## src/rtl/fpga_tx_pkg.sv

```systemverilog
// Shared definitions for the TX packet framer: FSM state encoding,
// fixed frame delimiters, frame type codes and the CRC-8 step used when
// the framer is built with TX_FRAMER_CRC8_EN.
package fpga_tx_pkg;

    // Framer state; the encoding is also exported on the framer's debug port.
    typedef enum logic [2:0] {
        IDLE     = 3'd0,
        PREAMBLE = 3'd1,
        SYNC     = 3'd2,
        TYPE     = 3'd3,
        LEN      = 3'd4,
        PAYLOAD  = 3'd5,
        CHECK    = 3'd6
    } tx_state_e;

    // Fixed frame delimiters.
    localparam logic [7:0] PREAMBLE_BYTE = 8'h55;
    localparam logic [7:0] SYNC_BYTE     = 8'hD5;

    // Frame type codes written by the driver.
    localparam logic [7:0] TYPE_D_D = 8'h01;
    localparam logic [7:0] TYPE_N_A = 8'h02;
    localparam logic [7:0] TYPE_N_T = 8'h03;
    localparam logic [7:0] TYPE_N_Q = 8'h04;

    // One byte of CRC-8: poly 0x07, MSB first, no reflection, no final XOR.
    function automatic logic [7:0] crc8_step(input logic [7:0] crc, input logic [7:0] data);
        logic [7:0] c;
        c = crc ^ data;
        for (int i = 0; i < 8; i++) begin
            if (c[7]) begin
                c = {c[6:0], 1'b0} ^ 8'h07;
            end else begin
                c = {c[6:0], 1'b0};
            end
        end
        return c;
    endfunction

endpackage

```

## src/rtl/tx_byte_fifo.sv

```systemverilog
// Synchronous first-word-fall-through byte FIFO. dout always shows the
// head entry while the FIFO is not empty. A push is taken when there is
// room, or when the FIFO is full but a pop happens in the same cycle.
// A pop on an empty FIFO is ignored.
module tx_byte_fifo #(
    parameter int AW = 7
) (
    input  logic          clk,
    input  logic          reset,
    input  logic          push,
    input  logic [7:0]    din,
    input  logic          pop,
    output logic [7:0]    dout,
    output logic [AW:0]   count,
    output logic          full,
    output logic          empty
);

    localparam int DEPTH = 1 << AW;

    logic [7:0]    mem_q [DEPTH];
    logic [AW-1:0] wr_ptr_q, wr_ptr_d;
    logic [AW-1:0] rd_ptr_q, rd_ptr_d;
    logic [AW:0]   count_q, count_d;
    logic          do_push;
    logic          do_pop;

    // Depth is a power of two, so the count MSB alone marks "full".
    assign full  = count_q[AW];
    assign empty = (count_q == '0);
    assign count = count_q;
    assign dout  = mem_q[rd_ptr_q];

    // Next pointer/count values from the accepted push and pop.
    always_comb begin
        do_pop   = pop && !empty;
        do_push  = push && (!full || do_pop);
        wr_ptr_d = wr_ptr_q;
        rd_ptr_d = rd_ptr_q;
        count_d  = count_q;
        if (do_push) begin
            wr_ptr_d = wr_ptr_q + AW'(1);
        end
        if (do_pop) begin
            rd_ptr_d = rd_ptr_q + AW'(1);
        end
        case ({do_push, do_pop})
            2'b10:   count_d = count_q + (AW+1)'(1);
            2'b01:   count_d = count_q - (AW+1)'(1);
            default: count_d = count_q;
        endcase
    end

    // Pointer and count registers; reset empties the FIFO.
    always_ff @(posedge clk) begin
        if (reset) begin
            wr_ptr_q <= '0;
            rd_ptr_q <= '0;
            count_q  <= '0;
        end else begin
            wr_ptr_q <= wr_ptr_d;
            rd_ptr_q <= rd_ptr_d;
            count_q  <= count_d;
        end
    end

    // Storage write; contents need no reset because the pointers define validity.
    always_ff @(posedge clk) begin
        if (do_push) begin
            mem_q[wr_ptr_q] <= din;
        end
    end

endmodule

```

## src/rtl/tx_packet_framer.sv

```systemverilog
// TX packet framer: buffers driver bytes in a FWFT FIFO and, on start_tx,
// streams preamble | sync | type | len | payload | check over valid/ready.
// Build option: TX_FRAMER_CRC8_EN selects a CRC-8 check byte; without it
// the check byte is the modulo-256 sum of type, len and payload.
//
// Output handshake: out_valid/out_data are driven from the current state;
// a byte is transferred on a rising edge where out_valid && out_ready, and
// while out_valid is high and out_ready is low, out_data holds steady.
module tx_packet_framer
    import fpga_tx_pkg::*;
#(
    parameter int FIFO_AW      = 7,
    parameter int PREAMBLE_LEN = 2
) (
    input  logic       clk,
    input  logic       reset,
    input  logic [7:0] data_tx,
    input  logic       wren_fifo_tx,
    output logic [7:0] size_fifo_tx,
    input  logic       start_tx,
    input  logic [7:0] frame_type,
    output logic       ready_tx,
    output logic [7:0] out_data,
    output logic       out_valid,
    input  logic       out_ready,
    output logic       overflow,
    output logic [2:0] dbg_state
);

    tx_state_e      state_q, state_d;
    logic [3:0]     pre_cnt_q, pre_cnt_d;
    logic [7:0]     pay_cnt_q, pay_cnt_d;
    logic [7:0]     type_q, type_d;
    logic [7:0]     len_q, len_d;
    logic [7:0]     chk_q, chk_d;
    logic           overflow_q, overflow_d;

    logic           fifo_pop;
    logic [7:0]     fifo_head;
    logic [FIFO_AW:0] fifo_count;
    logic           fifo_full;
    logic           fifo_empty;
    logic           hs;

    // Accumulate one byte into the running check value.
    function automatic logic [7:0] chk_next(input logic [7:0] acc, input logic [7:0] b);
`ifdef TX_FRAMER_CRC8_EN
        return crc8_step(acc, b);
`else
        return acc + b;
`endif
    endfunction

    tx_byte_fifo #(
        .AW (FIFO_AW)
    ) u_fifo (
        .clk   (clk),
        .reset (reset),
        .push  (wren_fifo_tx),
        .din   (data_tx),
        .pop   (fifo_pop),
        .dout  (fifo_head),
        .count (fifo_count),
        .full  (fifo_full),
        .empty (fifo_empty)
    );

    assign size_fifo_tx = 8'(fifo_count);
    assign overflow     = overflow_q;
    assign dbg_state    = state_q;
    assign hs           = out_valid && out_ready;

    // Next-state, frame byte selection and check accumulation.
    always_comb begin
        state_d    = state_q;
        pre_cnt_d  = pre_cnt_q;
        pay_cnt_d  = pay_cnt_q;
        type_d     = type_q;
        len_d      = len_q;
        chk_d      = chk_q;
        fifo_pop   = 1'b0;
        out_valid  = 1'b0;
        out_data   = 8'h00;
        ready_tx   = 1'b0;
        // A write the FIFO could not take is remembered until reset.
        overflow_d = overflow_q | (wren_fifo_tx && fifo_full && !fifo_pop);

        case (state_q)
            IDLE: begin
                ready_tx = 1'b1;
                // Length is the fill level at start; later pushes wait for the next frame.
                if (start_tx && !fifo_empty) begin
                    state_d   = PREAMBLE;
                    pre_cnt_d = 4'(PREAMBLE_LEN - 1);
                    type_d    = frame_type;
                    len_d     = 8'(fifo_count);
                    chk_d     = 8'h00;
                end
            end
            PREAMBLE: begin
                out_valid = 1'b1;
                out_data  = PREAMBLE_BYTE;
                if (hs) begin
                    if (pre_cnt_q == 4'd0) begin
                        state_d = SYNC;
                    end else begin
                        pre_cnt_d = pre_cnt_q - 4'd1;
                    end
                end
            end
            SYNC: begin
                out_valid = 1'b1;
                out_data  = SYNC_BYTE;
                if (hs) begin
                    state_d = TYPE;
                end
            end
            TYPE: begin
                out_valid = 1'b1;
                out_data  = type_q;
                if (hs) begin
                    chk_d   = chk_next(chk_q, type_q);
                    state_d = LEN;
                end
            end
            LEN: begin
                out_valid = 1'b1;
                out_data  = len_q;
                if (hs) begin
                    chk_d     = chk_next(chk_q, len_q);
                    pay_cnt_d = len_q;
                    state_d   = PAYLOAD;
                end
            end
            PAYLOAD: begin
                out_valid = 1'b1;
                out_data  = fifo_head;
                if (hs) begin
                    fifo_pop  = 1'b1;
                    chk_d     = chk_next(chk_q, fifo_head);
                    pay_cnt_d = pay_cnt_q - 8'd1;
                    if (pay_cnt_q == 8'd1) begin
                        state_d = CHECK;
                    end
                end
            end
            CHECK: begin
                out_valid = 1'b1;
                out_data  = chk_q;
                if (hs) begin
                    state_d = IDLE;
                end
            end
            default: begin
                state_d = IDLE;
            end
        endcase
        // Pop must also be reflected in the overflow decision above.
        overflow_d = overflow_d & ~(fifo_pop & ~overflow_q & ~(wren_fifo_tx && fifo_full && !fifo_pop));
    end

    // Framer registers; reset aborts any frame in flight.
    always_ff @(posedge clk) begin
        if (reset) begin
            state_q    <= IDLE;
            pre_cnt_q  <= 4'd0;
            pay_cnt_q  <= 8'd0;
            type_q     <= 8'h00;
            len_q      <= 8'h00;
            chk_q      <= 8'h00;
            overflow_q <= 1'b0;
        end else begin
            state_q    <= state_d;
            pre_cnt_q  <= pre_cnt_d;
            pay_cnt_q  <= pay_cnt_d;
            type_q     <= type_d;
            len_q      <= len_d;
            chk_q      <= chk_d;
            overflow_q <= overflow_d;
        end
    end

endmodule
```

## config.mk

```make
export PLATFORM = sky130hd
export DESIGN_NAME = tx_packet_framer
export DESIGN_NICKNAME = d
export VERILOG_FILES = /design/src/rtl/fpga_tx_pkg.sv /design/src/rtl/tx_byte_fifo.sv /design/src/rtl/tx_packet_framer.sv
export SDC_FILE = /design/constraint.sdc
export NUM_CORES = 1
export LEC_CHECK = 0
export ABC_CLOCK_PERIOD_IN_PS = 7300
export CORE_ASPECT_RATIO = 0.9
export CORE_MARGIN = 4
export CORE_UTILIZATION = 30
export CTS_BUF_LIST = sky130_fd_sc_hd__clkbuf_2
export DETAILED_ROUTE_END_ITERATION = 6
export GPL_ROUTABILITY_DRIVEN = 0
export PLACE_DENSITY = 0.45
export SLEW_MARGIN = 10
export SYNTH_ARGS = -nofsm -noshare
export SYNTH_HDL_FRONTEND = slang
export SYNTH_HIERARCHICAL = 1
export SYNTH_SLANG_ARGS = --single-unit
```

## constraint.sdc

```tcl
create_clock -name clk -period 7.3 [get_ports clk]
set_input_delay 0.73 -clock clk [delete_from_list [all_inputs] [get_ports clk]]
set_output_delay 0.73 -clock clk [all_outputs]
set_load 0.01 [all_outputs]
```

# Word level (Yosys, flattened, before mapping)
# Memory sizes are Yosys's and may differ from the RTL's. A register that Yosys moved wholly into a read port is not among the register bits.
# Cells that the tools add are included.
# totals
regBits,62
latch_bits,0
mem_bits_rw,1024
mem_bits_ro,0
out_inout_bits,22
elab_cells,101
n_memories,1
# mem_list
memory,words,word_bits,read_ports,rd_clocked_by_memory_dff,write_ports,line,text
u_fifo.mem_q,128,8,1,1,1,tx_byte_fifo.sv:21,logic [7:0] mem_q [DEPTH];
# op_classes
addsub,9
multipliers,0
n_div,0
order_cmp,0
eq_ne,19
n_shift,0
n_mux,32
bitwise_logic,7
n_reduce_logical,23
# ops
op,n
$mux 8,6
$pmux 8 s6,1
$pmux 8 s2,2
$pmux 8 s4,1
$mux 3,9
$add 8x8->8,3
$pmux 3 s7,1
$ne 2x2->1 const B,10
$sub 8x1->8 const B,2
$add 7x1->7 const B,2
$mux 7,2
$mux 4,3
$eq 3x3->1 const B,3
$reduce_and 9->1,1
$add 8x1->8 const B,1
$eq 8x1->1 const B,1
$logic_not 8->1,1
$pmux 4 s2,1
$eq 3x2->1 const B,2
$logic_and 1x1->1,6
$mux 1,6
$reduce_bool 2->1,3
$reduce_or 6->1,1
$reduce_and 5->1,1
15 further kinds,21

# Depth between registers and ports, before layout
# Gate-level depths: netlist of run 1.
# depth
word_depth,12
depth_mapped,21
depth_no_buf,16

# By module
# Netlist of run 1, hierarchy kept.
# by_module_without_submodules
module,n_inst,cells_per_inst,area_per_inst_um2,seq_area_each_um2
tx_byte_fifo,1,2167,41009.3,31330.0
tx_packet_framer,1,351,2635.0,800.8

# Worst setup path after synthesis of run 1
# OpenSTA, ideal clock, no wires.
# synth_timing
kind,flip-flop to flip-flop
start,reg (tool-made name)
end,reg chk_q[6]
t_arrival_ps,3833
required_ps,7238
slack_ps,3405
path_stages_with_launch,20
path_buffers,4
synth_period_minus_slack_ps,3895
path_cell_list,dfxtp_1 -> buf_6 -> buf_6 -> buf_2 -> buf_4 -> mux4_2 -> nor2_1 -> nor2_1 -> a22oi_1 -> o311ai_1 -> a211oi_1 -> a21oi_1 -> ha_1 -> inv_1 -> fa_1 -> nor2b_1 -> o31a_1 -> o21a_1 -> or4_1 -> nand3_1
# synth_lines
element,line,text
end signal: assignment,tx_packet_framer.sv:178,chk_q <= chk_d;
end: declaration,tx_packet_framer.sv:35,"logic [7:0] chk_q, chk_d;"

==> impl_metrics.py, run 1 <==
metrics = {
    "synthesis": {
        "yosys-top-cells-area": "edfxtp_1 (70%), mux4_2 (8.0%), dfxtp_1 (3.2%)",
        "seq_area_frac_synth_pct": 73.6,
        "yosysMostFrequentCell": "edfxtp_1",
        "synth_area_per_cell_um2": 17.3,
        "ys_top_cells_by_count": "edfxtp_1 (1024), nor2_1 (223), mux4_2 (156)",
        "ys_async_sr_fraction_pct": 0,
        "synth_cells": 2518,
        "synth_seq_cells": 1093,
        "synth-edff-count": 1024,
        "ys_types": 74,
        "syn_area_um2": 43600,
        "synth_top_area_share_pct": 70.5,
        "yosysWarnings": 6,
        "syn_nets": 2556,
        "yosysTopAreaCell": "edfxtp_1",
        "synthFlopType": "edfxtp_1",
    },
    "final_layout": {
        "multi_input_area_um2": 10700,
        "final.fill_count": 13900,
        "regArea_um2": 32100,
        "area_growth_pct": 12.2,
        "drive_above_1_share_pct": 25.5,
        "final_nets": 2834,
        "final_cells": 4925,
        "final_core_util_pct": 34.0,
    },
    "die": {
        "core_um2": 144000,
        "chipWidth_um": 410,
        "start_util_pct": 30.3,
        "fp-row-count": 132,
        "die_h_um": 370,
        "pin_count": 43,
        "dieArea_um2": 152000,
    },
    "clock_tree": {
        "cts_tree": "done",
        "cts_made_buffers": 306,
        "ctsRootBufferMaster": "clkbuf_2",
        "clk_pin_slew_worst_paths_ns": 0.11,
        "cts_buffer_depth": 4,
        "worstSkewPairLatency_ns": 1.58,
        "cts.sinks": 1093,
        "h-tree-depth": 5,
    },
    "grt": {
        "grt_antenna_before_repair": 2,
        "grt_usage_pct": 15.3,
        "grt_first_pass_wirelength_um": 171000,
        "grt_pass1_vias": 25300,
        "grt.overflow.total": 0,
        "grt_max_degree": 91,
    },
    "critical_path": {
        "path_cells": "or3_1 > o22ai_1 > or4_1 > or4_1 > o41ai_2 > or3_1 > nor2b_1 > o21ai_0 > o31ai_1 > clkdlybuf4s50_1",
        "crit_path_end_kind": "primary output",
        "worst_path_max_delay_cell": "or3_1",
        "endpoint": "out_data[6]",
        "cp.arrival_ns": 6.10,
        "cp_slowest_stage_delay_ns": 0.90,
        "r2r_setup_slack_ns": 1.99,
        "cp_max_fo": 17,
        "setup.worst_path.start_class": "register",
        "crit_type": "reg2out",
        "crit_required_ns": 6.57,
        "worstRegToRegCells": 17,
        "worstReg2RegEnd": "chk_q[4]",
    },
    "timing": {
        "setup_tns_ns": 0,
        "drv_slew": 0,
        "finalCritPeriodShare_pct": 93.5,
        "min_period_ns": 6.83,
        "fmax_mhz": 146,
        "worst_pin_slew_ns": 1.21,
        "slew-limit-headroom_pct": 18.8,
        "clock_skew_ns": 0.122,
        "setup_viol": 0,
        "hold_ws_ns": 0.231,
        "final_hold_viol_count": 0,
        "fin_ws_ns": 0.472,
    },
    "detailed_routing": {
        "wl_per_cell_um": 23.7,
        "vias": 24300,
        "wirelength_um": 117000,
        "detail-route-antenna-nets": 0,
        "drc": 0,
        "vias_per_cell": 4.94,
        "drt_iter0_drc": 1927,
        "dr.pass1.iters": 5,
    },
    "placement": {
        "place_inst": 4395,
        "dp_hpwl_um": 70700,
        "port-buffer-count": 42,
        "detailedPlace.worstSlack_ns": 1.59,
    },
    "outcome": {
        "status": "completed",
    },
    "run": {
        "drv_cap": 0,
    },
    "pwr": {
        "p_leak_nw": 15.0,
        "vdd_drop_max_mv": 0.142,
        "powerDensity_nw_per_um2": 238,
    },
    "worst_hold_path": {
        "hold_path.class": "in2reg",
    },
}
[flip-flops by register name (all words and copies together), names as in the netlist, 7 cells and up, named ones only]
name,cells
u_fifo/rd_ptr_q,7
pay_cnt_q,8
u_fifo/count,8
u_fifo/mem_q,1024
u_fifo/wr_ptr_q,7
type_q,8
len_q,8
chk_q,8
[critical path, delay by kind of cell (launching register included)]
kind                   cells  cell delay [ns]
AND/OR/NAND/NOR            5             2.64
AO/OA/AOI/OAI              4             0.79
buffers and inverters      1             0.62
flip-flops                 1             0.56
[cell families (layout without fill, tap and decap cells)]
family | after synthesis | in the layout | synth area share (%)
AOI/OAI and AO/OA | 337 | 337 | 5.05
xor gates and xnor gates | 23 | 23 | 0.462
adders and majority gates | 17 | 17 | 0.505
buffers and inverters | 173 | 629 | 1.97
DFF | 1093 | 1093 | 73.6
muxes | 331 | 331 | 12.4
other | 0 | 8 | 0
and+or+nand+nor | 544 | 544 | 5.95
[cell type report]
type                    count  share of cell area [%]
diodes                      8                  0.0409
well taps                1943                    4.96
inverters                  24                   0.184
repair buffers            119                    2.29
flip-flops and latches   1093                    65.6
clock buffers             431                    4.40
multi-input cells        1252                    21.8
clock inverters            55                   0.646
[repair_timing]
item | 4_1_cts | 5_1_grt
hold buffers | 35 | 0
setup buffers | 1 | 0
gates resized for setup | 1 | 0
setup endpoints to repair | 2 | 0
endpoints found under the hold margin | 536 | 0
[how the worst min path moves through the flow]
stage	from	to	slack [ns]	cells past startpoint
detailed placement	type_q[0]	type_q[0]	0.45	2
global route	data_tx[0]	u_fifo/mem_q[0][0]	0.07	2
finish	data_tx[0]	u_fifo/mem_q[0][0]	0.23	2
CTS	data_tx[0]	u_fifo/mem_q[20][0]	0.0006	2
floorplan	type_q[0]	type_q[0]	0.44	2
global placement	type_q[0]	type_q[0]	0.45	2
[metal layers]
layer,vias to the layer above,track usage (%),share of wire [%]
li1,10800,-,-
met1,12600,21.3,46
met2,766,23.4,45
met3,207,3.59,5.8
met4,0,5.95,2.7
met5,-,0,0
[power by group]
part           switching [mW]  internal, mW
logic                   0.400         0.199
registers              0.0243          6.86
clock network            2.46          1.70
total                    2.88          8.76
[layout by cell type (no fill, tap or decap), types with 9 or more instances in the layout]
cell             synthesis  routed
or4_1                   14      14
a211oi_1                36      36
nand3_1                 35      34
o311ai_1                 9       9
mux4_2                 156     156
nor4_1                  12      12
nand2_1                109     102
a22oi_1                 40      40
inv_1                   23      23
dlygate4sd3_1            0      35
nor2_1                 223     223
or3_1                   19      19
nor2b_1                 49      49
o22ai_1                 97      97
a21oi_1                 53      53
nor3_1                  35      34
mux2_2                  81      81
ha_1                    16      16
mux2i_1                 90      90
buf_4                   38      45
clkinv_1                 1      43
xor2_1                  15      15
o21ai_0                 51      51
a31oi_1                  9       9
clkbuf_2                 1     431
edfxtp_1              1024    1024
clkdlybuf4s50_1          0      33
nand2b_1                 9       9
dfxtp_1                 69      67
[metrics by stage]
step | power [mW] | area [um2]
global placement | 7.60 | 46100
CTS | 11.8 | 49000
floorplan | 7.31 | 43600
detailed placement | 7.61 | 46100
global route | 12.3 | 49000
finish | 11.6 | 49000
No activity file was read; power rests on OpenSTA's default activity.
==> run 2: changes to the inputs <==
--- a/config.mk
+++ b/config.mk
@@ -13,6 +13,7 @@
 export DETAILED_ROUTE_END_ITERATION = 6
 export GPL_ROUTABILITY_DRIVEN = 0
 export PLACE_DENSITY = 0.45
+export REMOVE_ABC_BUFFERS = 1
 export SLEW_MARGIN = 10
 export SYNTH_ARGS = -nofsm -noshare
 export SYNTH_HDL_FRONTEND = slang
==> run 2 against run 1 <==
Global-route usage hardly changed. Highest routed layer unchanged. Design area about the same. Largest power group unchanged. Sequential share of layout area is essentially flat. Final cell count increased by 0.28%. Power fell by 0.60%. Clock-buffer cell count decreased by 4.
==> impl_metrics.py, run 2 (synthesis gave the netlist of run 1 again) <==
metrics = {
    "critical_path": {
        "cp_slowest_stage_delay_ns": 0.91,
        "crit_path_end_kind": "primary output",
        "cp_max_fo": 25,
        "crit_required_ns": 6.57,
        "crit_type": "reg2out",
        "worst_path_max_delay_cell": "and4b_1",
        "path_cells": "and4b_1 > buf_4 > a22oi_1 > o21ai_0 > nor3_1 > a22oi_1 > o311ai_1 > mux2i_1 > o21ai_0 > clkdlybuf4s50_1",
        "cp.arrival_ns": 6.14,
        "setup.worst_path.start_class": "register",
    },
    "placement": {
        "port-buffer-count": 42,
        "detailedPlace.worstSlack_ns": 1.61,
        "dp_hpwl_um": 70900,
    },
    "clock_tree": {
        "cts_buffer_depth": 4,
        "h-tree-depth": 5,
        "clk_pin_slew_worst_paths_ns": 0.11,
        "cts_tree": "done",
        "cts_setup_buffers": 0,
        "worstSkewPairLatency_ns": 1.57,
        "cts_made_buffers": 303,
        "ctsRootBufferMaster": "clkbuf_2",
        "cts.sinks": 1093,
    },
    "timing": {
        "final_hold_viol_count": 0,
        "clock_skew_ns": 0.149,
        "slew-limit-headroom_pct": 20.5,
        "worst_pin_slew_ns": 1.19,
        "drv_slew": 0,
        "min_period_ns": 6.87,
        "fmax_mhz": 146,
        "hold_ws_ns": 0.284,
        "setup_tns_ns": 0,
        "rsz0062_at_grt": "no",
        "fin_ws_ns": 0.434,
        "setup_viol": 0,
        "finalCritPeriodShare_pct": 94.1,
    },
    "final_layout": {
        "area_growth_pct": 12.3,
        "final.fill_count": 13900,
        "top_register": "u_fifo/mem_q",
        "final_core_util_pct": 34.0,
        "drive_above_1_share_pct": 25.2,
        "final_nets": 2836,
        "largest_reg_flops": 1024,
        "layout_commonest_cell": "edfxtp_1",
        "most-common-layout-cells": "edfxtp_1 (1024), clkbuf_2 (427), nor2_1 (223)",
    },
    "detailed_routing": {
        "vias_per_cell": 4.95,
        "detail-route-antenna-nets": 0,
        "wirelength_um": 118000,
        "wl_per_cell_um": 23.8,
        "vias": 24500,
        "drt_iter0_drc": 2162,
        "dr.pass1.iters": 5,
        "drc": 0,
    },
    "die": {
        "pin_count": 43,
        "chipWidth_um": 410,
        "fp-row-count": 132,
        "core_um2": 144000,
        "die_h_um": 370,
        "dieArea_um2": 152000,
        "start_util_pct": 30.3,
    },
    "worst_hold_path": {
        "hold_path.class": "in2reg",
    },
    "grt": {
        "grt_max_degree": 97,
        "grt_pass1_vias": 25400,
        "grt_first_pass_wirelength_um": 171000,
        "grt_antenna_before_repair": 4,
        "grt_usage_pct": 15.4,
        "grt.overflow.total": 0,
    },
    "pwr": {
        "powerDensity_nw_per_um2": 236,
        "power.total_mw": 11.6,
        "p_leak_nw": 15.0,
        "vdd_drop_max_mv": 0.130,
    },
    "run": {
        "drv_cap": 0,
    },
    "outcome": {
        "status": "completed",
    },
}
run 2: cell types whose count changed in the layout (fill, tap and decap cells not counted), sizes merged:
cell / change
inv: -1
clkinv: +17
dlygate4sd3: +5
clkbuf: -4
diode: -1
bufinv: -2
run 2: metrics by stage:
stage / instances / cell area, um2
2_1_floorplan: 2369 / 42900
3_3_place_gp: 4396 / 46100
3_5_place_dp: 4396 / 46100
4_1_cts: 4932 / 49000
5_1_grt: 4936 / 49000
6_report: 4939 / 49000
run 2: path summary, 6_finish.rpt:
check / startpoint / endpoint / slack [ns] / cells after the start
max: register / out_data[7] / 0.43 / 10
min: data_tx[5] / u_fifo/mem_q[40][5] / 0.28 / 2
max reg2reg: register / chk_q[4] / 1.90 / 16
min reg2reg: overflow / overflow / 0.48 / 2
run 2: metal layers:
layer | GRT usage [%] | vias to the layer above | share of wire [%]
met3 | 3.92 | 185 | 6.3
met2 | 23.1 | 762 | 45
met5 | 0 | - | 0
met4 | 5.95 | 0 | 2.5
met1 | 21.4 | 12700 | 46
li1 | - | 10800 | -
run 2: worst max-delay path, delay by kind of cell, from the launching register on:
kind	cells	cell delay, ns
AOI/OAI and AO/OA	5	1.54
buffers and inverters	2	0.82
DFF	1	0.67
muxes	1	0.34
and+or+nand+nor	2	1.19
run 2: cell type report:
class                      count  area [um2]  share of cell area, %
antenna                        7        17.5                 0.0357
clock buffer                 427        2140                   4.36
clock inverter                69         324                  0.661
inverter                      24        90.1                  0.184
multi-input combinational   1252       10700                   21.8
sequential                  1093       32100                   65.6
tap                         1943        2430                   4.96
timing repair buffer         124        1180                   2.40
run 2: report_power, final:
group	total [mW]	leakage (nW)	internal, mW	switching, mW
clock	4.08	1.93	1.62	2.46
combinational	0.601	3.33	0.201	0.400
sequential	6.89	9.76	6.86	0.0233
run 2: repair_timing:
action | 4_1_cts | 5_1_grt
resized for setup | 1 | 0
endpoints found under the hold margin | 476 | 0
setup endpoints to repair | 5 | 0
hold buffers | 40 | 0
==> run 3: changes to the inputs <==
--- a/config.mk
+++ b/config.mk
@@ -5,7 +5,7 @@
 export SDC_FILE = /design/constraint.sdc
 export NUM_CORES = 1
 export LEC_CHECK = 0
-export ABC_CLOCK_PERIOD_IN_PS = 7300
+export ABC_CLOCK_PERIOD_IN_PS = 7350
 export CORE_ASPECT_RATIO = 0.9
 export CORE_MARGIN = 4
 export CORE_UTILIZATION = 30
==> constraint.sdc (replaced) <==
create_clock -name clk -period 7.35 [get_ports clk]
set_input_delay 0.735 -clock clk [delete_from_list [all_inputs] [get_ports clk]]
set_output_delay 0.735 -clock clk [all_outputs]
set_load 0.01 [all_outputs]
==> run 3 against run 2 <==
Clock-buffer cell count shrank 3. Combinational power about the same. Worst hold slack better by 0.025 ns. Clock power is 2% lower. Core utilization decreased by 0.052 points. Die area is the same. Flip-flop and latch count did not move. Non-clock buffer count fell by 5. Wire length fell by 0.17%. Via count fell by 0.62%. Design area is 0.15% lower. Power decreased by 1.0%. Largest cell class unchanged.
==> impl_metrics.py, run 3 (synthesis gave the netlist of run 1 again) <==
metrics = {
    "die": {
        "start_util_pct": 30.3,
        "core_um2": 144000,
        "fp-row-count": 132,
        "die_h_um": 370,
        "dieArea_um2": 152000,
        "pin_count": 43,
        "chipWidth_um": 410,
    },
    "detailed_routing": {
        "drc": 0,
        "dr_wl_met2_um": 53300,
        "detail-route-antenna-nets": 0,
        "vias": 24300,
        "dr.pass1.iters": 5,
        "wl_met1_um": 55300,
        "wl_per_cell_um": 23.8,
        "wirelength_um": 117000,
        "top_layer": "met4",
        "wl_met3_um": 6690,
        "drt_iter0_drc": 2031,
        "vias_per_cell": 4.92,
    },
    "grt": {
        "grt.overflow.total": 0,
        "grt_max_degree": 91,
        "grt_first_pass_wirelength_um": 171000,
        "grt_usage_pct": 15.3,
        "grt_pass1_vias": 24800,
        "grt_antenna_before_repair": 5,
    },
    "final_layout": {
        "top_register": "u_fifo/mem_q",
        "most-common-layout-cells": "edfxtp_1 (1024), clkbuf_2 (424), nor2_1 (223)",
        "largest_reg_flops": 1024,
        "final_nets": 2831,
        "final.fill_count": 13900,
        "drive_above_1_share_pct": 25.3,
        "layout_commonest_cell": "edfxtp_1",
        "area_growth_pct": 12.1,
        "stdcell_area_um2": 48900,
    },
    "placement": {
        "port-buffer-count": 42,
        "placed_area_um2": 46100,
        "dp_hpwl_um": 70300,
    },
    "clock_tree": {
        "cts.sinks": 1093,
        "cts_tree": "done",
        "cts_made_buffers": 303,
        "h-tree-depth": 5,
        "worstSkewPairLatency_ns": 1.54,
        "clk_pin_slew_worst_paths_ns": 0.09,
        "cts_buffer_depth": 4,
        "ctsRootBufferMaster": "clkbuf_2",
    },
    "critical_path": {
        "critPathBufInv": 2,
        "setup.worst_path.start_class": "register",
        "cp.arrival_ns": 6.22,
        "cp_max_fo": 80,
        "worst_path_max_delay_cell": "dfxtp_4",
        "crit_type": "reg2out",
        "path_cells": "buf_12 > mux4_2 > o22ai_1 > or4_1 > or4_1 > o41ai_1 > or3_1 > nor2b_1 > o21ai_0 > o31ai_1 > clkdlybuf4s50_1",
        "crit_required_ns": 6.61,
        "crit_top_cell": "or4_1",
        "crit_family": "simple AND/OR/NAND/NOR gates",
        "crit_path_end_kind": "primary output",
        "cp_slowest_stage_delay_ns": 0.91,
    },
    "pwr": {
        "p_leak_nw": 15.0,
        "switching_power_mw": 2.86,
        "p_seq_share_pct": 59.7,
        "internal-power_mw": 8.59,
        "powerDensity_nw_per_um2": 234,
        "p_clk_share_pct": 35.0,
        "swShare_pct": 25.0,
        "combPwrFrac_pct": 5.2,
        "vdd_drop_max_mv": 0.129,
        "power.total_mw": 11.5,
    },
    "timing": {
        "setup_viol": 0,
        "slew-limit-headroom_pct": 25.0,
        "finalCritPeriodShare_pct": 94.7,
        "worst_pin_slew_ns": 1.12,
        "final_hold_viol_count": 0,
        "rsz0062_at_grt": "no",
        "fmax_mhz": 144,
        "clock_skew_ns": 0.139,
        "min_period_ns": 6.96,
        "drv_slew": 0,
    },
    "worst_hold_path": {
        "hold_path.class": "in2reg",
    },
    "outcome": {
        "status": "completed",
    },
    "run": {
        "drv_cap": 0,
    },
}
run 3: changes by cell type in the layout (fill, tap and decap cells not counted), sizes merged:
cell         change
bufinv           -1
dlygate4sd3      -5
inv              +4
clkbuf           -3
clkinv           +2
run 3: timing repair:
item / CTS / global route
hold buffers: 35 / 0
setup buffers: 0 / 0
setup endpoints to repair: 0 / 2
hold endpoints to repair: 535 / 0
gates resized for setup: 0 / 1
run 3: final cells by class:
cell class / count / area [um2] / area share (%)
timing repair buffer: 119 / 1130 / 2.30
clock buffer: 424 / 2120 / 4.34
sequential: 1093 / 32100 / 65.7
clock inverter: 74 / 320 / 0.655
inverter: 24 / 90.1 / 0.184
tap: 1943 / 2430 / 4.97
antenna: 7 / 17.5 / 0.0358
multi-input combinational: 1252 / 10700 / 21.8
run 3: final timing paths:
path	slack [ns]	end	startpoint	cells after the start
hold reg to reg	0.49	len_q[0]	len_q[0]	2
hold / removal	0.31	u_fifo/mem_q[102][6]	data_tx[6]	2
setup reg to reg	1.91	chk_q[4]	register	15
setup / recovery	0.39	out_data[6]	register	11
run 3: power by group through the flow:
stage                     clock network (mW)  registers, mW  logic [mW]
after floorplan                            0           7.01       0.226
after global placement                     0           6.98       0.572
after detailed placement                   0           6.98       0.583
after CTS                               4.22           6.84       0.609
after global routing                    4.57           6.85       0.655
final                                   4.01           6.84       0.599
run 3: per-stage QoR:
stage               util [%]  instances  hold WS (ns)  setup WS (ns)  TNS, ns
floorplan                  -       2369         0.430          -5.61   -82.37
global placement        32.0       4396         0.455           1.73        0
detailed placement      32.0       4396         0.456           1.77        0
CTS                     33.9       4929        0.0207         0.0225        0
global route            33.9       4933         0.165         0.0483        0
finish                  33.9       4936         0.309          0.392        0
run 3: routing by layer:
| metal | up-vias | track usage [%] |
|---|---|---|
| met5 | - | 0 |
| met4 | 0 | 5.16 |
| met3 | 166 | 3.33 |
| met2 | 724 | 23.1 |
| met1 | 12700 | 22.0 |
| li1 | 10700 | - |
